**src/rtl/img_loader_121_if.sv**
```systemverilog
// Stream, network and result signals of the 121-pixel image loader.
// master = environment side, slave = loader side.
interface img_loader_121_if #(
    parameter int N_PIX = 121,
    parameter int PIX_W = 8,
    parameter int RES_W = 32
);
    logic [PIX_W-1:0]       pix_in;
    logic                   pix_valid;
    logic                   pix_last;
    logic                   pix_ready;
    logic [N_PIX*PIX_W-1:0] img_out;
    logic                   net_valid;
    logic                   net_ready;
    logic [RES_W-1:0]       net_predict;
    logic                   res_valid;
    logic                   res_ready;
    logic [RES_W-1:0]       res_class;
    logic                   frame_err;

    modport master (
        output pix_in, pix_valid, pix_last, net_ready, net_predict, res_ready,
        input  pix_ready, img_out, net_valid, res_valid, res_class, frame_err
    );

    modport slave (
        input  pix_in, pix_valid, pix_last, net_ready, net_predict, res_ready,
        output pix_ready, img_out, net_valid, res_valid, res_class, frame_err
    );
endinterface

```
**src/rtl/img_loader_121.sv**
```systemverilog
// Pixel-stream deserialiser feeding one 11x11 image per inference and returning the class.
// Optional macro PIX_BIN_EN: store pixels binarised against BIN_THR (8'hFF / 8'h00).
module img_loader_121 #(
    parameter int N_PIX    = 121,
    parameter int PIX_W    = 8,
    parameter int RES_W    = 32,
    parameter int WAIT_MAX = 4096,
    parameter int BIN_THR  = 128
) (
    input  logic               clk,
    input  logic               rst,
    img_loader_121_if.slave    bus
);
    localparam int CNT_W = $clog2(N_PIX);
    localparam int TMR_W = $clog2(WAIT_MAX + 1);

    typedef enum logic [2:0] {S_LOAD, S_DRAIN, S_START, S_WAIT, S_RESULT} state_t;

    state_t                         state_q, state_d;
    logic [CNT_W-1:0]               cnt_q;
    logic [TMR_W-1:0]               timer_q;
    logic [N_PIX-1:0][PIX_W-1:0]    img_q;
    logic [RES_W-1:0]               res_class_q;
    logic                           frame_err_q;
    logic                           pix_rdy, net_vld, res_vld;
    logic                           accept, last_slot, timeout;
    logic [PIX_W-1:0]               pix_store;

`ifdef PIX_BIN_EN
    assign pix_store = (int'(bus.pix_in) >= BIN_THR) ? {PIX_W{1'b1}} : {PIX_W{1'b0}};
`else
    logic unused_bin_thr;
    assign pix_store      = bus.pix_in;
    assign unused_bin_thr = (BIN_THR != 0);
`endif

    assign accept    = bus.pix_valid & pix_rdy;
    assign last_slot = (cnt_q == CNT_W'(N_PIX - 1));
    assign timeout   = (timer_q == TMR_W'(WAIT_MAX - 1));

    always_ff @(posedge clk) begin
        if (!rst) state_q <= S_LOAD;
        else      state_q <= state_d;
    end

    always_comb begin
        state_d = state_q;
        case (state_q)
            S_LOAD:   if (accept && last_slot) state_d = bus.pix_last ? S_START : S_DRAIN;
            S_DRAIN:  if (accept && bus.pix_last) state_d = S_START;
            S_START:  state_d = S_WAIT;
            S_WAIT:   if (bus.net_ready || timeout) state_d = S_RESULT;
            S_RESULT: if (bus.res_ready) state_d = S_LOAD;
            default:  state_d = S_LOAD;
        endcase
    end

    // Outputs are forced low while reset is asserted, whatever the state.
    always_comb begin
        pix_rdy = 1'b0;
        net_vld = 1'b0;
        res_vld = 1'b0;
        if (rst) begin
            case (state_q)
                S_LOAD, S_DRAIN: pix_rdy = 1'b1;
                S_START:         net_vld = 1'b1;
                S_RESULT:        res_vld = 1'b1;
                default:         ;
            endcase
        end
    end

    always_ff @(posedge clk) begin
        if (!rst) begin
            cnt_q       <= '0;
            timer_q     <= '0;
            img_q       <= '0;
            res_class_q <= '0;
            frame_err_q <= 1'b0;
        end else begin
            case (state_q)
                S_LOAD: if (accept) begin
                    img_q[cnt_q] <= pix_store;
                    if (last_slot) begin
                        cnt_q <= '0;
                        if (!bus.pix_last) frame_err_q <= 1'b1;
                    end else if (bus.pix_last) begin
                        // Short frame: dropped, buffer keeps whatever was written.
                        cnt_q       <= '0;
                        frame_err_q <= 1'b1;
                    end else begin
                        cnt_q <= cnt_q + 1'b1;
                    end
                end
                S_START: timer_q <= '0;
                S_WAIT: begin
                    timer_q <= timer_q + 1'b1;
                    if (bus.net_ready) begin
                        res_class_q <= bus.net_predict;
                    end else if (timeout) begin
                        res_class_q <= '1;
                        frame_err_q <= 1'b1;
                    end
                end
                S_RESULT: if (bus.res_ready) cnt_q <= '0;
                default: ;
            endcase
        end
    end

    assign bus.pix_ready = pix_rdy;
    assign bus.net_valid = net_vld;
    assign bus.res_valid = res_vld;
    assign bus.img_out   = img_q;
    assign bus.res_class = res_class_q;
    assign bus.frame_err = frame_err_q;
endmodule

```
**src/flat_wrapper.sv**
```systemverilog
// flat-port wrapper written by rule: the top's interface ports become plain ports
module img_loader_121_flat 
#(
    parameter int N_PIX    = 121,
    parameter int PIX_W    = 8,
    parameter int RES_W    = 32,
    parameter int WAIT_MAX = 4096,
    parameter int BIN_THR  = 128
)
  (clk, rst, bus_pix_in, bus_pix_valid, bus_pix_last, bus_net_ready, bus_net_predict, bus_res_ready, bus_pix_ready, bus_img_out, bus_net_valid, bus_res_valid, bus_res_class, bus_frame_err);
  img_loader_121_if #(.N_PIX(N_PIX), .PIX_W(PIX_W), .RES_W(RES_W)) bus_i ();
  input  logic clk;
  input  logic rst;
  input wire logic [$bits(bus_i.pix_in)-1:0] bus_pix_in;
  input wire logic [$bits(bus_i.pix_valid)-1:0] bus_pix_valid;
  input wire logic [$bits(bus_i.pix_last)-1:0] bus_pix_last;
  input wire logic [$bits(bus_i.net_ready)-1:0] bus_net_ready;
  input wire logic [$bits(bus_i.net_predict)-1:0] bus_net_predict;
  input wire logic [$bits(bus_i.res_ready)-1:0] bus_res_ready;
  output wire logic [$bits(bus_i.pix_ready)-1:0] bus_pix_ready;
  output wire logic [$bits(bus_i.img_out)-1:0] bus_img_out;
  output wire logic [$bits(bus_i.net_valid)-1:0] bus_net_valid;
  output wire logic [$bits(bus_i.res_valid)-1:0] bus_res_valid;
  output wire logic [$bits(bus_i.res_class)-1:0] bus_res_class;
  output wire logic [$bits(bus_i.frame_err)-1:0] bus_frame_err;
  assign bus_i.pix_in = bus_pix_in;
  assign bus_i.pix_valid = bus_pix_valid;
  assign bus_i.pix_last = bus_pix_last;
  assign bus_i.net_ready = bus_net_ready;
  assign bus_i.net_predict = bus_net_predict;
  assign bus_i.res_ready = bus_res_ready;
  assign bus_pix_ready = bus_i.pix_ready;
  assign bus_img_out = bus_i.img_out;
  assign bus_net_valid = bus_i.net_valid;
  assign bus_res_valid = bus_i.res_valid;
  assign bus_res_class = bus_i.res_class;
  assign bus_frame_err = bus_i.frame_err;
  img_loader_121 #(.N_PIX(N_PIX), .PIX_W(PIX_W), .RES_W(RES_W), .WAIT_MAX(WAIT_MAX), .BIN_THR(BIN_THR)) u_core (.clk(clk), .rst(rst), .bus(bus_i));
endmodule
```
**config.mk**
```make
export PLATFORM = sky130hd
export DESIGN_NAME = img_loader_121_flat
export DESIGN_NICKNAME = d
export VERILOG_FILES = /design/src/rtl/img_loader_121_if.sv /design/src/rtl/img_loader_121.sv /design/src/flat_wrapper.sv
export SDC_FILE = /design/constraint.sdc
export NUM_CORES = 2
export LEC_CHECK = 0
export ABC_CLOCK_PERIOD_IN_PS = 3400
export CORE_AREA = 3 3 411 413
export DETAILED_ROUTE_END_ITERATION = 10
export DIE_AREA = 0 0 414 416
export GPL_ROUTABILITY_DRIVEN = 0
export PLACE_DENSITY_LB_ADDON = 0.25
export SLEW_MARGIN = 5
export SYNTH_ARGS = -nofsm -noshare
export SYNTH_HDL_FRONTEND = slang
export SYNTH_SLANG_ARGS = --single-unit
export TNS_END_PERCENT = 50
```
**constraint.sdc**
```tcl
create_clock -name clk -period 3.4 [get_ports clk]
set_clock_uncertainty 0.15 [all_clocks]
set_input_delay 0.68 -clock clk [delete_from_list [all_inputs] [get_ports clk]]
set_output_delay 0.68 -clock clk [all_outputs]
set_load 0.02 [all_outputs]
```
==> parameters.txt <==
Parameter                              Value

Finish
  Commonest non-fill, non-tap cell in the layout    sky130_fd_sc_hd__clkdlybuf4s50_1
  Fraction of final layout cells with drive strength greater than 1    0.0903
  Commonest cells after routing, fill and taps aside    sky130_fd_sc_hd__clkdlybuf4s50_1, sky130_fd_sc_hd__dfxtp_1, sky130_fd_sc_hd__nand2_1
  Number of nets in the final layout    about 5k
  Area overhead of the layout relative to synthesis    46.6%

GRT
  Total GRT Usage    0.179
  Wire length of the first global-routing pass    approximately 230000 um
  Pin count of the biggest net entering global routing    between 200 and 250
  Aggregate global routing overflow    0
  Antenna violations before repair    5
  Via count of the first global-routing pass    30.4k

Clocking
  Number of buffers added by the clock tree synthesis step    115
  Hold Buf Count CTS    0
  Buffers inserted during post-CTS setup optimization    0
  Clock tree from TritonCTS    yes
  Clk slew on worst S/H paths    around 0.06 ns
  CTS Root Buffer Type    sky130_fd_sc_hd__clkbuf_16
  CTS sink cnt    around 1k
  Number of H-tree branching levels    3
  Max Buffers Root-to-Sink    3
  Clock Latency Late Sink    between 0.7 and 0.8 ns

Synth
  Synth warn    0
  Synth Cell Area    roughly 0.037 sq mm
  Top flip-flop cell by instance count after synthesis    sky130_fd_sc_hd__dfxtp_1
  Synthesized instance count    ~3.9k
  Compound-gate portion of the synthesized area    0.0811
  Count of state elements after synthesis    about 1.0k
  Cell type with the highest aggregate area in the netlist    sky130_fd_sc_hd__dfxtp_1
  Combinational family with the most area after synthesis    simple AND/OR/NAND/NOR gates
  Count of different cell masters after synthesis    53
  Xor and xnor fraction of the mapped netlist area    0.00166
  Top cell type's share of synthesized area    0.555
  Sequential fraction of the synthesis area    0.555
  Syn_nets    roughly 4.0k
  Simple logic cell fraction of the synthesized area    0.192
  Proportion of synthesized flip-flops having asynchronous set or reset    0
  Post-Synth Adder-Cell Area    0.00102
  Number of synthesized flops with an enable pin    0
  Area contributors post-synth    sky130_fd_sc_hd__dfxtp_1, sky130_fd_sc_hd__mux2i_1, sky130_fd_sc_hd__nand2_1
  Average size of a mapped cell    9.45 sq um
  Proportion of synthesized area in mux cells    0.129

STA
  Remaining max-slew budget at the tightest pin    0.232
  Fmax achieved    roughly 320 MHz
  Final hold slack    roughly 0.21 ns
  Least-Margin Pin Slew    about 1.2 ns
  Fin. Hold Viols    0
  Clock period minus final worst setup slack    about 3.2 ns
  Total setup violations reported at the end of the flow    0
  Final worst-path setup slack    0.226 ns
  Max-slew violation count    0
  Unrepaired setup endpoints after global routing    no
  Setup TNS    0 ns
  Share of the clock period used by the worst path after layout    0.934

Critical path
  Cells along the critical path    buf_4 > or3b_2 > nor2_1 > dlygate4sd2_1
  Type of destination of the critical path    output pin
  Data arrival at the endpoint of the critical path    roughly 2.3 ns
  Launching element type of the critical path    flop
  Startpoint-to-endpoint class of the critical path    flop to output pin
  Critical-path cell with the highest stage delay    sky130_fd_sc_hd__or3b_2
  Largest fanout on the critical path    13
  Delay of the slowest cell on the worst path    0.59 ns
  CP delay by family, top    simple AND/OR/NAND/NOR gates
  Required @ worst endpoint    between 2 and 3 ns
  Number of buffer and inverter stages on the critical path    2

Floorplanning
  Area of the core    around 0.17 sq mm
  Initial standard-cell utilization of the core    0.223
  DIE HEIGHT    416 um
  Chip width    414 um
  I/O pin total    1050
  DIE AREA    approximately 0.17 sq mm
  Std cell rows    between 100 and 150

Drt
  Total DRC errors in the routed layout    0
  Number of violations reported at the end of detailed-routing iteration 0    1863
  Detailed-router iteration count before antenna repair    5
  Antenna Nets Post-Route    0
  Sum of routed wire length over all layers    between 150000 and 200000 um
  Vias post-DR    31.2k
  Vias per cell    between 4 and 5
  Drt wl/cell    ~23 um

Placement
  Estimated wirelength of the detail-placed design    between 100000 and 150000 um
  Setup slack after placement    between 0.3 and 0.4 ns
  Total of buffers placed on input and output ports    1049

Power and ir drop
  Static power due to leakage    around 21 nW
  IR Drop Worst-Case VDD    around 0.00054 V
  Pwr Total    0.0252 W
  Total power density per cell area    roughly 470 mW/mm^2

Outcome
  Run status    finished clean

Hold path
  Worst hold path class    primary input to flop

Run
  Number of max-cap violations    0
-- stage by stage --
| step | cells | area [sq um] | util |
|---|---|---|---|
| 5_1_grt | 7165 | 54100 | 0.328 |
| 2_1_floorplan | 3905 | 36900 | - |
| 6_report | 7166 | 54100 | 0.328 |
| 3_5_place_dp | 6959 | 50400 | 0.305 |
| 3_3_place_gp | 6959 | 50400 | 0.305 |
| 4_1_cts | 7162 | 54100 | 0.327 |
-- kinds of logic (layout without fill, tap and decap cells) --
logic type,Yosys count,count (layout)
mux,476,476
xor+xnor,7,7
flops,1024,1024
buf+inv,344,1412
simple gates,1487,1487
other cells,0,4
compound gates,564,564
fa+ha+maj,3,3
-- synthesized netlist by cell type (all sizes together), types with 8 or more instances --
master and number:
nand4 41, and2 10, nor4 27, a21oi 13, clkbuf 250, and3b 8, o221ai 32, nand3 305
o21ai 503, dfxtp 1024, nor2 61, mux2i 475, nor3 47, nand2 944, buf 89
-- routing by layer --
layer | vias up | GRT usage | wire [um] | share of wire
met1 | 14900 | 0.206 | 65400 | 0.40
met5 | - | 0 | 0 | 0
met4 | 0 | 0.0589 | 4720 | 0.029
li1 | 15200 | - | - | -
met2 | 911 | 0.309 | 78700 | 0.49
met3 | 197 | 0.0615 | 12700 | 0.079
-- sequential cells by signal (all words and copies together) (netlist names) --
register and count:
u_core.state_q 3, u_core.bus.frame_err 1, u_core.bus.res_class 32, u_core.timer_q 13, u_core.bus.img_out 968, u_core.cnt_q 7
-- final timing paths --
check                                  startpoint                                   end  slack [ns]  cells after the start
max                u_core.state_q[2]$_SDFFE_PN0P_                         bus_net_valid        0.23                      4
min                                           rst        u_core.timer_q[4]$_SDFFE_PN0P_        0.21                      2
max reg2reg          u_core.cnt_q[2]$_SDFFE_PN0P_  u_core.bus.img_out[769]$_SDFFE_PN0P_        0.59                      5
min reg2reg  u_core.bus.img_out[486]$_SDFFE_PN0P_  u_core.bus.img_out[486]$_SDFFE_PN0P_        0.30                      2
-- cell type report --
class                   count  area [sq um]
flip-flops and latches   1024         20500
clock buffers             170          3340
clock inverters            33           394
inverters                   5          18.8
fillers                 17100        111000
repair buffers           1204         12000
well taps                2189          2740
multi-input cells        2537         15100
diodes                      4          10.0
-- worst register-to-register path, delay by kind of cell (launching register included) --
| kind | cells | cell delay [ns] |
|---|---|---|
| buffers and inverters | 1 | 0.24 |
| DFF | 1 | 0.43 |
| and+or+nand+nor | 3 | 1.77 |
| AOI/OAI and AO/OA | 1 | 0.10 |
-- timing repair --
action,CTS,global route
resized for setup,1,0
setup endpoints to repair,1,0
hold endpoints to repair,0,0
-- where the power goes --
group	total [W]	internal (W)	switching (W)
clock	0.0124	0.00708	0.00527
combinational	0.000874	0.000209	0.000666
sequential	0.0120	0.0120	0.0000122
(Power assumes the default switching activity.)
